--- config.mk ---
export PLATFORM = sky130hd
export DESIGN_NAME = ddr_rd_arbiter_flat
export DESIGN_NICKNAME = d
export VERILOG_FILES = /design/src/rtl/ddr_rd_arbiter_if.sv /design/src/rtl/ddr_rd_arbiter.sv /design/src/flat_wrapper.sv
export SDC_FILE = /design/constraint.sdc
export NUM_CORES = 1
export LEC_CHECK = 0
export BUFFER_PORTS_ARGS = -buffer_cell sky130_fd_sc_hd__buf_4
export CORE_MARGIN = 2
export CORE_UTILIZATION = 50
export DETAILED_ROUTE_END_ITERATION = 12
export PLACE_DENSITY = 0.8
export SYNTH_ARGS = -nofsm -noshare
export SYNTH_HDL_FRONTEND = slang
export SYNTH_SLANG_ARGS = --single-unit
--- constraint.sdc ---
create_clock -name clk -period 4 [get_ports clk]
set_input_delay 0.8 -clock clk [delete_from_list [all_inputs] [get_ports clk]]
set_output_delay 0.8 -clock clk [all_outputs]
set_load 0.005 [all_outputs]
--- src/rtl/ddr_rd_arbiter_if.sv ---
// Request/command bus of the four-way DDR read arbiter.
// The arbiter connects through the slave modport; the requesters and the
// DDR read channel connect through the master modport.
interface ddr_rd_arbiter_if #(
   parameter int ADDR_WIDTH   = 30,
   parameter int RD_NUM_WIDTH = 28
);
   logic [3:0]                  req_valid;
   logic [4*ADDR_WIDTH-1:0]     req_addr;
   logic [4*RD_NUM_WIDTH-1:0]   req_num;
   logic [3:0]                  req_done;
   logic                        ddr_rd_valid;
   logic [ADDR_WIDTH-1:0]       ddr_rd_addr;
   logic [RD_NUM_WIDTH-1:0]     ddr_rd_num;
   logic                        ddr_rd_done;
   logic                        busy;
   logic [1:0]                  grant_id;
   logic [3:0]                  err_overflow;
   logic                        err_spurious;

   modport slave (
      input  req_valid, req_addr, req_num, ddr_rd_done,
      output req_done, ddr_rd_valid, ddr_rd_addr, ddr_rd_num,
             busy, grant_id, err_overflow, err_spurious
   );

   modport master (
      output req_valid, req_addr, req_num, ddr_rd_done,
      input  req_done, ddr_rd_valid, ddr_rd_addr, ddr_rd_num,
             busy, grant_id, err_overflow, err_spurious
   );
endinterface

--- src/rtl/ddr_rd_arbiter.sv ---
// Four-way round-robin arbiter in front of a single DDR read channel.
// Each requester pulses a request that is latched into a pending slot; the
// arbiter issues one command at a time and returns a done pulse to the
// requester once the DDR channel completes. Module parameters must match
// the parameters of the connected interface instance.
module ddr_rd_arbiter #(
   parameter int ADDR_WIDTH   = 30,
   parameter int RD_NUM_WIDTH = 28
) (
   input  logic             clk,
   input  logic             rst,
   ddr_rd_arbiter_if.slave  bus
);

   typedef enum logic {
      IDLE = 1'b0,
      WAIT = 1'b1
   } state_t;

   state_t                   state_q, state_d;
   logic [3:0]               pending_q, pending_d;
   logic [1:0]               last_grant_q, last_grant_d;
   logic [1:0]               grant_id_q, grant_id_d;
   logic                     rd_valid_q, rd_valid_d;
   logic [ADDR_WIDTH-1:0]    rd_addr_q, rd_addr_d;
   logic [RD_NUM_WIDTH-1:0]  rd_num_q, rd_num_d;
   logic [3:0]               req_done_q, req_done_d;
   logic [3:0]               err_ovf_q, err_ovf_d;
   logic                     err_spur_q, err_spur_d;

   logic [ADDR_WIDTH-1:0]    lat_addr_q [4];
   logic [RD_NUM_WIDTH-1:0]  lat_num_q  [4];

   logic                     win_found;
   logic [1:0]               win_id;
   logic [1:0]               scan_id;
   logic                     grant_fire;

   // Round-robin search: first pending requester after the last one served.
   always_comb begin
      // NOTE: every combinational output gets a default first so no path
      // leaves it unassigned, which would otherwise infer a latch.
      win_found = 1'b0;
      win_id    = 2'd0;
      scan_id   = 2'd0;
      for (int k = 1; k <= 4; k++) begin
         scan_id = last_grant_q + 2'(k);
         if (!win_found && pending_q[scan_id]) begin
            win_found = 1'b1;
            win_id    = scan_id;
         end
      end
   end

   assign grant_fire = (state_q == IDLE) && win_found;

   // Next state, pending bookkeeping, command/done outputs and error flags.
   always_comb begin
      state_d      = state_q;
      pending_d    = pending_q;
      last_grant_d = last_grant_q;
      grant_id_d   = grant_id_q;
      rd_valid_d   = 1'b0;
      rd_addr_d    = rd_addr_q;
      rd_num_d     = rd_num_q;
      req_done_d   = 4'b0000;
      err_ovf_d    = err_ovf_q;
      err_spur_d   = err_spur_q;

      case (state_q)
         IDLE: begin
            if (bus.ddr_rd_done) err_spur_d = 1'b1;
            if (grant_fire) begin
               state_d    = WAIT;
               grant_id_d = win_id;
               rd_valid_d = 1'b1;
               rd_addr_d  = lat_addr_q[win_id];
               rd_num_d   = lat_num_q[win_id];
            end
         end
         WAIT: begin
            if (bus.ddr_rd_done) begin
               state_d      = IDLE;
               req_done_d   = 4'b0001 << grant_id_q;
               last_grant_d = grant_id_q;
            end
         end
         default: state_d = IDLE;
      endcase

      // A new request beats the clear of its own grant; it only counts as
      // an overwrite when the old request is still waiting to be served.
      for (int i = 0; i < 4; i++) begin
         if (bus.req_valid[i]) begin
            pending_d[i] = 1'b1;
            if (pending_q[i] && !(grant_fire && win_id == 2'(i)))
               err_ovf_d[i] = 1'b1;
         end else if (grant_fire && win_id == 2'(i)) begin
            pending_d[i] = 1'b0;
         end
      end
   end

   // State and control registers with synchronous reset.
   always_ff @(posedge clk) begin
      // NOTE: sequential state uses non-blocking assignments so every
      // register samples values from before the edge.
      if (rst) begin
         state_q      <= IDLE;
         pending_q    <= 4'b0000;
         last_grant_q <= 2'd3;
         grant_id_q   <= 2'd0;
         rd_valid_q   <= 1'b0;
         rd_addr_q    <= '0;
         rd_num_q     <= '0;
         req_done_q   <= 4'b0000;
         err_ovf_q    <= 4'b0000;
         err_spur_q   <= 1'b0;
      end else begin
         state_q      <= state_d;
         pending_q    <= pending_d;
         last_grant_q <= last_grant_d;
         grant_id_q   <= grant_id_d;
         rd_valid_q   <= rd_valid_d;
         rd_addr_q    <= rd_addr_d;
         rd_num_q     <= rd_num_d;
         req_done_q   <= req_done_d;
         err_ovf_q    <= err_ovf_d;
         err_spur_q   <= err_spur_d;
      end
   end

   // Per-requester address/count latches, captured on each request pulse.
   always_ff @(posedge clk) begin
      // NOTE: the latches carry no reset; a slot is only read after its
      // pending bit was set, which always writes the slot first.
      for (int i = 0; i < 4; i++) begin
         if (bus.req_valid[i]) begin
            lat_addr_q[i] <= bus.req_addr[i*ADDR_WIDTH +: ADDR_WIDTH];
            lat_num_q[i]  <= bus.req_num[i*RD_NUM_WIDTH +: RD_NUM_WIDTH];
         end
      end
   end

   assign bus.req_done     = req_done_q;
   assign bus.ddr_rd_valid = rd_valid_q;
   assign bus.ddr_rd_addr  = rd_addr_q;
   assign bus.ddr_rd_num   = rd_num_q;
   assign bus.busy         = (state_q == WAIT);
   assign bus.grant_id     = grant_id_q;
   assign bus.err_overflow = err_ovf_q;
   assign bus.err_spurious = err_spur_q;

endmodule

--- src/flat_wrapper.sv ---
// flat-port wrapper written by rule: the top's interface ports become plain ports
module ddr_rd_arbiter_flat 
#(
   parameter int ADDR_WIDTH   = 30,
   parameter int RD_NUM_WIDTH = 28
)
  (clk, rst, bus_req_valid, bus_req_addr, bus_req_num, bus_ddr_rd_done, bus_req_done, bus_ddr_rd_valid, bus_ddr_rd_addr, bus_ddr_rd_num, bus_busy, bus_grant_id, bus_err_overflow, bus_err_spurious);
  ddr_rd_arbiter_if #(.ADDR_WIDTH(ADDR_WIDTH), .RD_NUM_WIDTH(RD_NUM_WIDTH)) bus_i ();
  input  logic clk;
  input  logic rst;
  input wire logic [$bits(bus_i.req_valid)-1:0] bus_req_valid;
  input wire logic [$bits(bus_i.req_addr)-1:0] bus_req_addr;
  input wire logic [$bits(bus_i.req_num)-1:0] bus_req_num;
  input wire logic [$bits(bus_i.ddr_rd_done)-1:0] bus_ddr_rd_done;
  output wire logic [$bits(bus_i.req_done)-1:0] bus_req_done;
  output wire logic [$bits(bus_i.ddr_rd_valid)-1:0] bus_ddr_rd_valid;
  output wire logic [$bits(bus_i.ddr_rd_addr)-1:0] bus_ddr_rd_addr;
  output wire logic [$bits(bus_i.ddr_rd_num)-1:0] bus_ddr_rd_num;
  output wire logic [$bits(bus_i.busy)-1:0] bus_busy;
  output wire logic [$bits(bus_i.grant_id)-1:0] bus_grant_id;
  output wire logic [$bits(bus_i.err_overflow)-1:0] bus_err_overflow;
  output wire logic [$bits(bus_i.err_spurious)-1:0] bus_err_spurious;
  assign bus_i.req_valid = bus_req_valid;
  assign bus_i.req_addr = bus_req_addr;
  assign bus_i.req_num = bus_req_num;
  assign bus_i.ddr_rd_done = bus_ddr_rd_done;
  assign bus_req_done = bus_i.req_done;
  assign bus_ddr_rd_valid = bus_i.ddr_rd_valid;
  assign bus_ddr_rd_addr = bus_i.ddr_rd_addr;
  assign bus_ddr_rd_num = bus_i.ddr_rd_num;
  assign bus_busy = bus_i.busy;
  assign bus_grant_id = bus_i.grant_id;
  assign bus_err_overflow = bus_i.err_overflow;
  assign bus_err_spurious = bus_i.err_spurious;
  ddr_rd_arbiter #(.ADDR_WIDTH(ADDR_WIDTH), .RD_NUM_WIDTH(RD_NUM_WIDTH)) u_core (.clk(clk), .rst(rst), .bus(bus_i));
endmodule
# After elaboration in Yosys (flattened, before gate mapping)
# Memory sizes are Yosys's and may differ from the RTL's. A register that Yosys moved wholly into a read port is not among the register bits.
# Index checks and enable logic that the tools add are counted.
[word_totals]
ff_bits = 19
latch_bits = 0
ramBits = 232
rom_bits = 0
input_bits = 239
out_inout_bits = 71
elab_cells = 97
mem_count = 2
[op_classes]
n_addsub = 3
mul = 0
div_mod_pow = 0
magnitude_cmp = 4
eq_ne = 3
shift = 1
muxes = 35
n_bitwise = 2
reduce_logical = 33
[mem_list]
columns = ["memory", "words", "width", "read_ports", "rd_clocked_by_memory_dff", "write_ports", "line_no", "source"]
rows = [
  ["u_core.lat_addr_q", 4, 30, 1, 1, 4, "ddr_rd_arbiter.sv:31", "logic [ADDR_WIDTH-1:0] lat_addr_q [4];"],
  ["u_core.lat_num_q", 4, 28, 1, 1, 4, "ddr_rd_arbiter.sv:32", "logic [RD_NUM_WIDTH-1:0] lat_num_q [4];"],
]
[op_table]
columns = ["op", "n"]
rows = [
  ["two-way mux 1 bit", 26],
  ["AND reduction 2 bit", 7],
  ["logical AND 1 bit", 12],
  ["< comparator 2 x 3 -> 1 bit (second input constant)", 4],
  ["binary-select mux 1 bit (select 2 bit)", 4],
  ["two-way mux 2 bit", 4],
  ["nonzero test 2 bit", 4],
  ["zero test 1 bit", 7],
  ["adder 2 bit (second input constant)", 2],
  ["== test 2 bit (second input constant)", 2],
  ["<< shifter 1 x 2 -> 4 bit (first input constant)", 1],
  ["OR reduction 3 bit", 1],
  ["adder 2 x 1 -> 2 bit (second input constant)", 1],
  ["== test 2 x 1 -> 1 bit (second input constant)", 1],
  ["zero test 2 bit", 1],
  ["inverter 1 bit", 2],
  ["case mux 1 bit (2 select lines)", 1],
  ["OR reduction 2 bit", 1],
]

# Logic depth before layout (Yosys ltp)
[logic_depth]
word_depth = 18
ltp_mapped = 8
depth_no_buf = 5

# Worst setup path before layout
# OpenSTA, ideal clock, no wires.
[synth_path]
path_kind = "in2reg"
from = "in rst"
to = "reg u_core.err_ovf_q[1], in the netlist u_core.bus.err_overflow[1]"
setup_time_ps = 125
arrival_time_ps = 1647
required_time_ps = 3875
path_slack_ps = 2228
path_stages = 4
path_buffers = 3
path_cell_list = "clkbuf_1 clkbuf_1 buf_1 o21ai_1"
[synth_rtl]
columns = ["item", "line_no", "source"]
rows = [
  ["start, declared", "flat_wrapper.sv:10", "input logic rst;"],
  ["end signal, assigned", "ddr_rd_arbiter.sv:128", "err_ovf_q <= err_ovf_d;"],
  ["end, declared", "ddr_rd_arbiter.sv:28", "logic [3:0] err_ovf_q, err_ovf_d;"],
]
# No word-level cell between the ends.

# Worst setup path after layout
[layout_path]
from = "reg u_core.pending_q[2]"
to = "reg u_core.grant_id_q[1], in the netlist u_core.bus.grant_id[1]"
[layout_between]
elab_chain_cells = 14
word_cells_on_any_way = 24
classes_between = "16 x mux; 8 x reduce/logical"
[layout_rtl]
columns = ["item", "line_no", "source"]
rows = [
  ["start, declared", "ddr_rd_arbiter.sv:21", "logic [3:0] pending_q, pending_d;"],
  ["start signal, assigned", "ddr_rd_arbiter.sv:121", "pending_q <= pending_d;"],
  ["binary-select mux 1 bit (select 2 bit)", "ddr_rd_arbiter.sv:48", "if (!win_found && pending_q[scan_id]) begin"],
  ["two-way mux 1 bit (implied by the code)", "ddr_rd_arbiter.sv:48", ""],
  ["two-way mux 1 bit", "ddr_rd_arbiter.sv:48", ""],
  ["zero test 1 bit", "ddr_rd_arbiter.sv:48", ""],
  ["logical AND 1 bit", "ddr_rd_arbiter.sv:48", ""],
  ["two-way mux 1 bit", "ddr_rd_arbiter.sv:48", ""],
  ["zero test 1 bit", "ddr_rd_arbiter.sv:48", ""],
  ["logical AND 1 bit", "ddr_rd_arbiter.sv:48", ""],
  ["two-way mux 1 bit", "ddr_rd_arbiter.sv:48", ""],
  ["zero test 1 bit", "ddr_rd_arbiter.sv:48", ""],
  ["logical AND 1 bit", "ddr_rd_arbiter.sv:48", ""],
  ["two-way mux 1 bit", "ddr_rd_arbiter.sv:48", ""],
  ["logical AND 1 bit", "ddr_rd_arbiter.sv:55", "assign grant_fire = (state_q == IDLE) && win_found;"],
  ["AND reduction 2 bit (no line)", "-", ""],
  ["end signal, assigned", "ddr_rd_arbiter.sv:123", "grant_id_q <= grant_id_d;"],
  ["end, declared", "ddr_rd_arbiter.sv:23", "logic [1:0] grant_id_q, grant_id_d;"],
]
# Several ways; a longest one is shown, not always the timed one. The select of a mux whose other input is x is not followed.
# A chain may end at the register's enable or synchronous reset.

==> summary by stage <==
Status
The flow ran to the end, and the final reports show no timing, DRC or antenna violations.

Setup path
Of all nets on the critical path, the largest fanout is 30. STA classifies the critical path endpoint as a flop. The master of the slowest instance on the critical path is nor4_1. For the worst setup path, the data arrival time is 2.95 ns.

The worst setup path is launched from a flop. The biggest cell delay along the critical path is between 0.7 and 0.8 ns. The required time reported for the critical path endpoint is between 4 and 5 ns. The critical path goes through nor4_1, or2_2, buf_4, nor2_1, a21oi_1, nor2_1.

The most repeated library cell on the critical path is nor2_1. The path type of the worst setup path is reg2reg.

Route
The total iterations of the first detailed-routing run is 5. The mean number of vias per cell is between 5 and 6. The DRC violation count after routing is 0. Across all layers, the routed design uses around 7700 vias. For this block, the initial DRC count from the detailed router was ~570. The routed design has 29400 µm of wire. The remaining antenna violation count is 0.

Dividing the detail-routed wire length by the instance count gives about 21 µm.

GRT
The number of antenna violations at the first check in global routing is 0. The via count of the first global-routing pass is 7967. The first global-routing pass estimated between 40000 and 50000 µm of wire. The combined global-route utilization of all metal layers is about a quarter. For this run the aggregate overflow at the end of global routing stands at 0. The pin count of the biggest net entering global routing is 77.

STA
Timing would allow up to a little under 400 MHz. The setup clock skew after layout is approximately 0.015 ns. Setup repair after global routing left no endpoint under its margin. The relative slew slack is a little over a third. The shortest clock period the worst path allows after layout is about 2.5 ns.

The share of the cycle needed by the critical path after routing is between 60% and 70%. The final hold violation count was 0. Setup slack on the critical path of the routed design comes to between 1 and 1.5 ns.

Setup violations remaining at the end of the flow were counted as 0. The post-route setup TNS is 0 ns. The final number of max-transition violations is 0. The actual transition at the worst max-transition pin is a little under 1 ns.

Synthesis
The synthesized design contains about 230 enable-type register cells. After synthesis, the mean cell area works out to 15.2 µm². Counting every instance in the synthesized netlist gives between 700 and 800. The post-synthesis cell type count is 38. For this run, the number of Yosys warnings is 0.

Synthesis produced a netlist with a net count of 1000. The area of the mapped netlist is 0.0116 mm². The post-synthesis sequential area ratio is approximately 74%. The count of state elements after synthesis is around 300. The fraction of registers with async set or reset after synthesis is 0%.

The most used flip-flop cell after synthesis is edfxtp_1.

Final layout
The count of placed standard cells in the final layout, fillers left out is between 1000 and 1500. The area growth from synthesis to layout is 31.3%. The number of antenna diodes is 0. The share of cells above drive strength 1 is between 30% and 40%.

The final net count is 1301.

Die
The placeable core region is ~0.023 mm². The die covers 0.0243 mm². Measured along the y axis, the die boundary spans between 150 and 200 µm. In this run the horizontal extent of the chip is 156 µm. The I/O pin count is 310. The initial core utilization is between 50% and 60%.

The standard-cell row count is between 50 and 60.

Flow run
Across the run, the number of max-cap violations was 0.

Clocking
Once the clock tree was built, the setup fixing pass inserted 0 buffers. CTS built an H-tree with a depth of 1. The count of instances resized after the clock tree is built is 0. The CTS sink count is between 300 and 400. TritonCTS created 31 clock buffers.

The deepest clock path buffer count is 3. The clock-pin slew on the worst setup and hold paths is roughly 0.060 ns. The root cell of the clock tree is clkbuf_16. The TritonCTS clock tree is yes. Buffers inserted to repair hold after CTS numbered 0. The later pin in the worst-skew pair is clocked with a latency of 0.56 ns.

Placement
Buffers placed on the I/O ports in this run total a little over 300. At the end of routability-driven placement, the weighted congestion stood at roughly 0.82. At the placement stage, the worst setup path has a slack of between 1 and 1.5 ns. The cell total after placement is 1314.

The estimated wirelength of the detail-placed design is between 15000 and 20000 µm.

Power
Combinational logic burns between 10% and 20% of the power. Sequential cells account for roughly half of the total power. The analysis attributes to net switching a power of 1.92 mW. VDD sags by at most roughly 0.00044 V. Summed over all cells, the static leakage comes to around 6.0 nW. The switching portion of total power is 23.6%. The total design power is just over 8 mW. Per report_power, the clock group accounts for roughly 38% of the total. The internal power of the cells is slightly above 6 mW.

Dividing total power by cell area gives a power density of 537 mW/mm².

Min path
The path type of the worst min-delay path is in2reg.
## area by class of cell
| class | count | area, µm² |
|---|---|---|
| inverters | 23 | 86.3 |
| fillers | 1539 | 7470 |
| repair buffers | 318 | 2410 |
| clock buffers | 43 | 891 |
| flip-flops and latches | 309 | 8510 |
| clock inverters | 15 | 208 |
| well taps | 285 | 357 |
| multi-input cells | 379 | 2710 |
## stage by stage
step | cell area [µm²] | hold slack (ns) | utilization [%]
3_3_place_gp | 14100 | 0.439 | 62.2
2_1_floorplan | 11600 | 0.442 | -
4_1_cts | 15200 | 0.384 | 67.0
3_5_place_dp | 14100 | 0.442 | 62.2
5_1_grt | 15200 | 0.386 | 67.0
6_report | 15200 | 0.410 | 67.0
## cells in the mapped netlist (2+ instances only)
cell type | count | share of area, %
o221ai_1 | 9 | 0.68
or2_0 | 9 | 0.49
a311o_1 | 2 | 0.17
o21a_1 | 5 | 0.32
nand2_1 | 31 | 1.0
edfxtp_1 | 232 | 60
a221oi_1 | 50 | 3.8
o21ai_0 | 4 | 0.17
clkbuf_1 | 24 | 0.78
dfxtp_1 | 77 | 13
inv_1 | 23 | 0.75
a21oi_1 | 17 | 0.74
and3_1 | 3 | 0.16
nor4_1 | 2 | 0.11
mux2i_1 | 58 | 5.0
o21ai_1 | 9 | 0.39
nor2b_1 | 3 | 0.16
o22ai_1 | 50 | 2.7
nand2b_1 | 3 | 0.16
buf_2 | 10 | 0.43
o21bai_1 | 50 | 3.2
nor2_1 | 18 | 0.58
a31oi_1 | 2 | 0.11
buf_6 | 7 | 0.68
a211o_1 | 2 | 0.15
buf_4 | 8 | 0.52
or2_1 | 42 | 2.3
## worst paths after layout
check | slack [ns] | endpoint | cells after the start | startpoint
max | 1.47 | u_core.bus.grant_id[1] | 6 | u_core.pending_q[2]
min | 0.41 | u_core.lat_addr_q[1][26] | 1 | bus_req_addr[56]
max reg2reg | 1.47 | u_core.bus.grant_id[1] | 6 | u_core.pending_q[2]
min reg2reg | 0.46 | u_core.bus.err_overflow[0] | 2 | u_core.bus.err_overflow[0]
## placed cells by master, fill, tap and decap left out, types with 4 or more instances in the layout
| cell type | Yosys | final |
|---|---|---|
| o221ai_1 | 9 | 9 |
| clkinv_2 | 0 | 5 |
| inv_1 | 23 | 23 |
| clkbuf_8 | 0 | 7 |
| dfxtp_1 | 77 | 77 |
| a21oi_1 | 17 | 17 |
| mux2i_1 | 58 | 58 |
| or2_1 | 42 | 41 |
| o21a_1 | 5 | 5 |
| nand2_1 | 31 | 31 |
| clkbuf_1 | 24 | 5 |
| buf_4 | 8 | 316 |
| nor2_1 | 18 | 18 |
| o21ai_0 | 4 | 4 |
| clkbuf_16 | 0 | 31 |
| o22ai_1 | 50 | 50 |
| or2_0 | 9 | 9 |
| o21ai_1 | 9 | 7 |
| bufinv_16 | 0 | 5 |
| edfxtp_1 | 232 | 232 |
| a221oi_1 | 50 | 50 |
| o21bai_1 | 50 | 50 |
## state kept, by name, summed over array words and instances, names as in the netlist
register,count
u_core.bus.busy,1
u_core.last_grant_q,2
u_core.pending_q,4
u_core.bus.ddr_rd_num,28
u_core.bus.ddr_rd_valid,1
u_core.bus.ddr_rd_addr,30
u_core.lat_addr_q,120
u_core.bus.grant_id,2
u_core.bus.err_overflow,4
u_core.lat_num_q,112
u_core.bus.err_spurious,1
u_core.bus.req_done,4
## cell families after synthesis
kind of cell              share of synthesized area, %
buffers and inverters                             3.19
muxes                                             5.02
and+or+nand+nor                                   5.09
xor gates and xnor gates                        0.0758
AOI/OAI and AO/OA                                 13.0
DFF                                               73.6
## power by group through the flow
stage	Sequential (mW)	Combinational (mW)	Clock, mW
after global routing	3.96	1.23	3.24
final	3.93	1.13	3.08
after CTS	3.93	1.14	3.12
after global placement	3.98	1.10	0
after detailed placement	3.99	1.13	0
after floorplan	3.96	0.554	0
## routing by layer
| layer | share of wire [%] | global-route usage, % | wire (µm) |
|---|---|---|---|
| met2 | 50 | 40.6 | 14700 |
| met4 | 3.6 | 8.91 | 1050 |
| met1 | 37 | 29.3 | 11000 |
| met5 | 0 | 0 | 0 |
| met3 | 9.0 | 5.61 | 2660 |
## critical path: cells and delay by family (launching register included)
family                 cells  cell delay [ns]
flip-flops                 1             0.47
AO/OA/AOI/OAI              1             0.16
AND/OR/NAND/NOR            4             1.32
buffers and inverters      1             0.40
(Power assumes the default switching activity.)
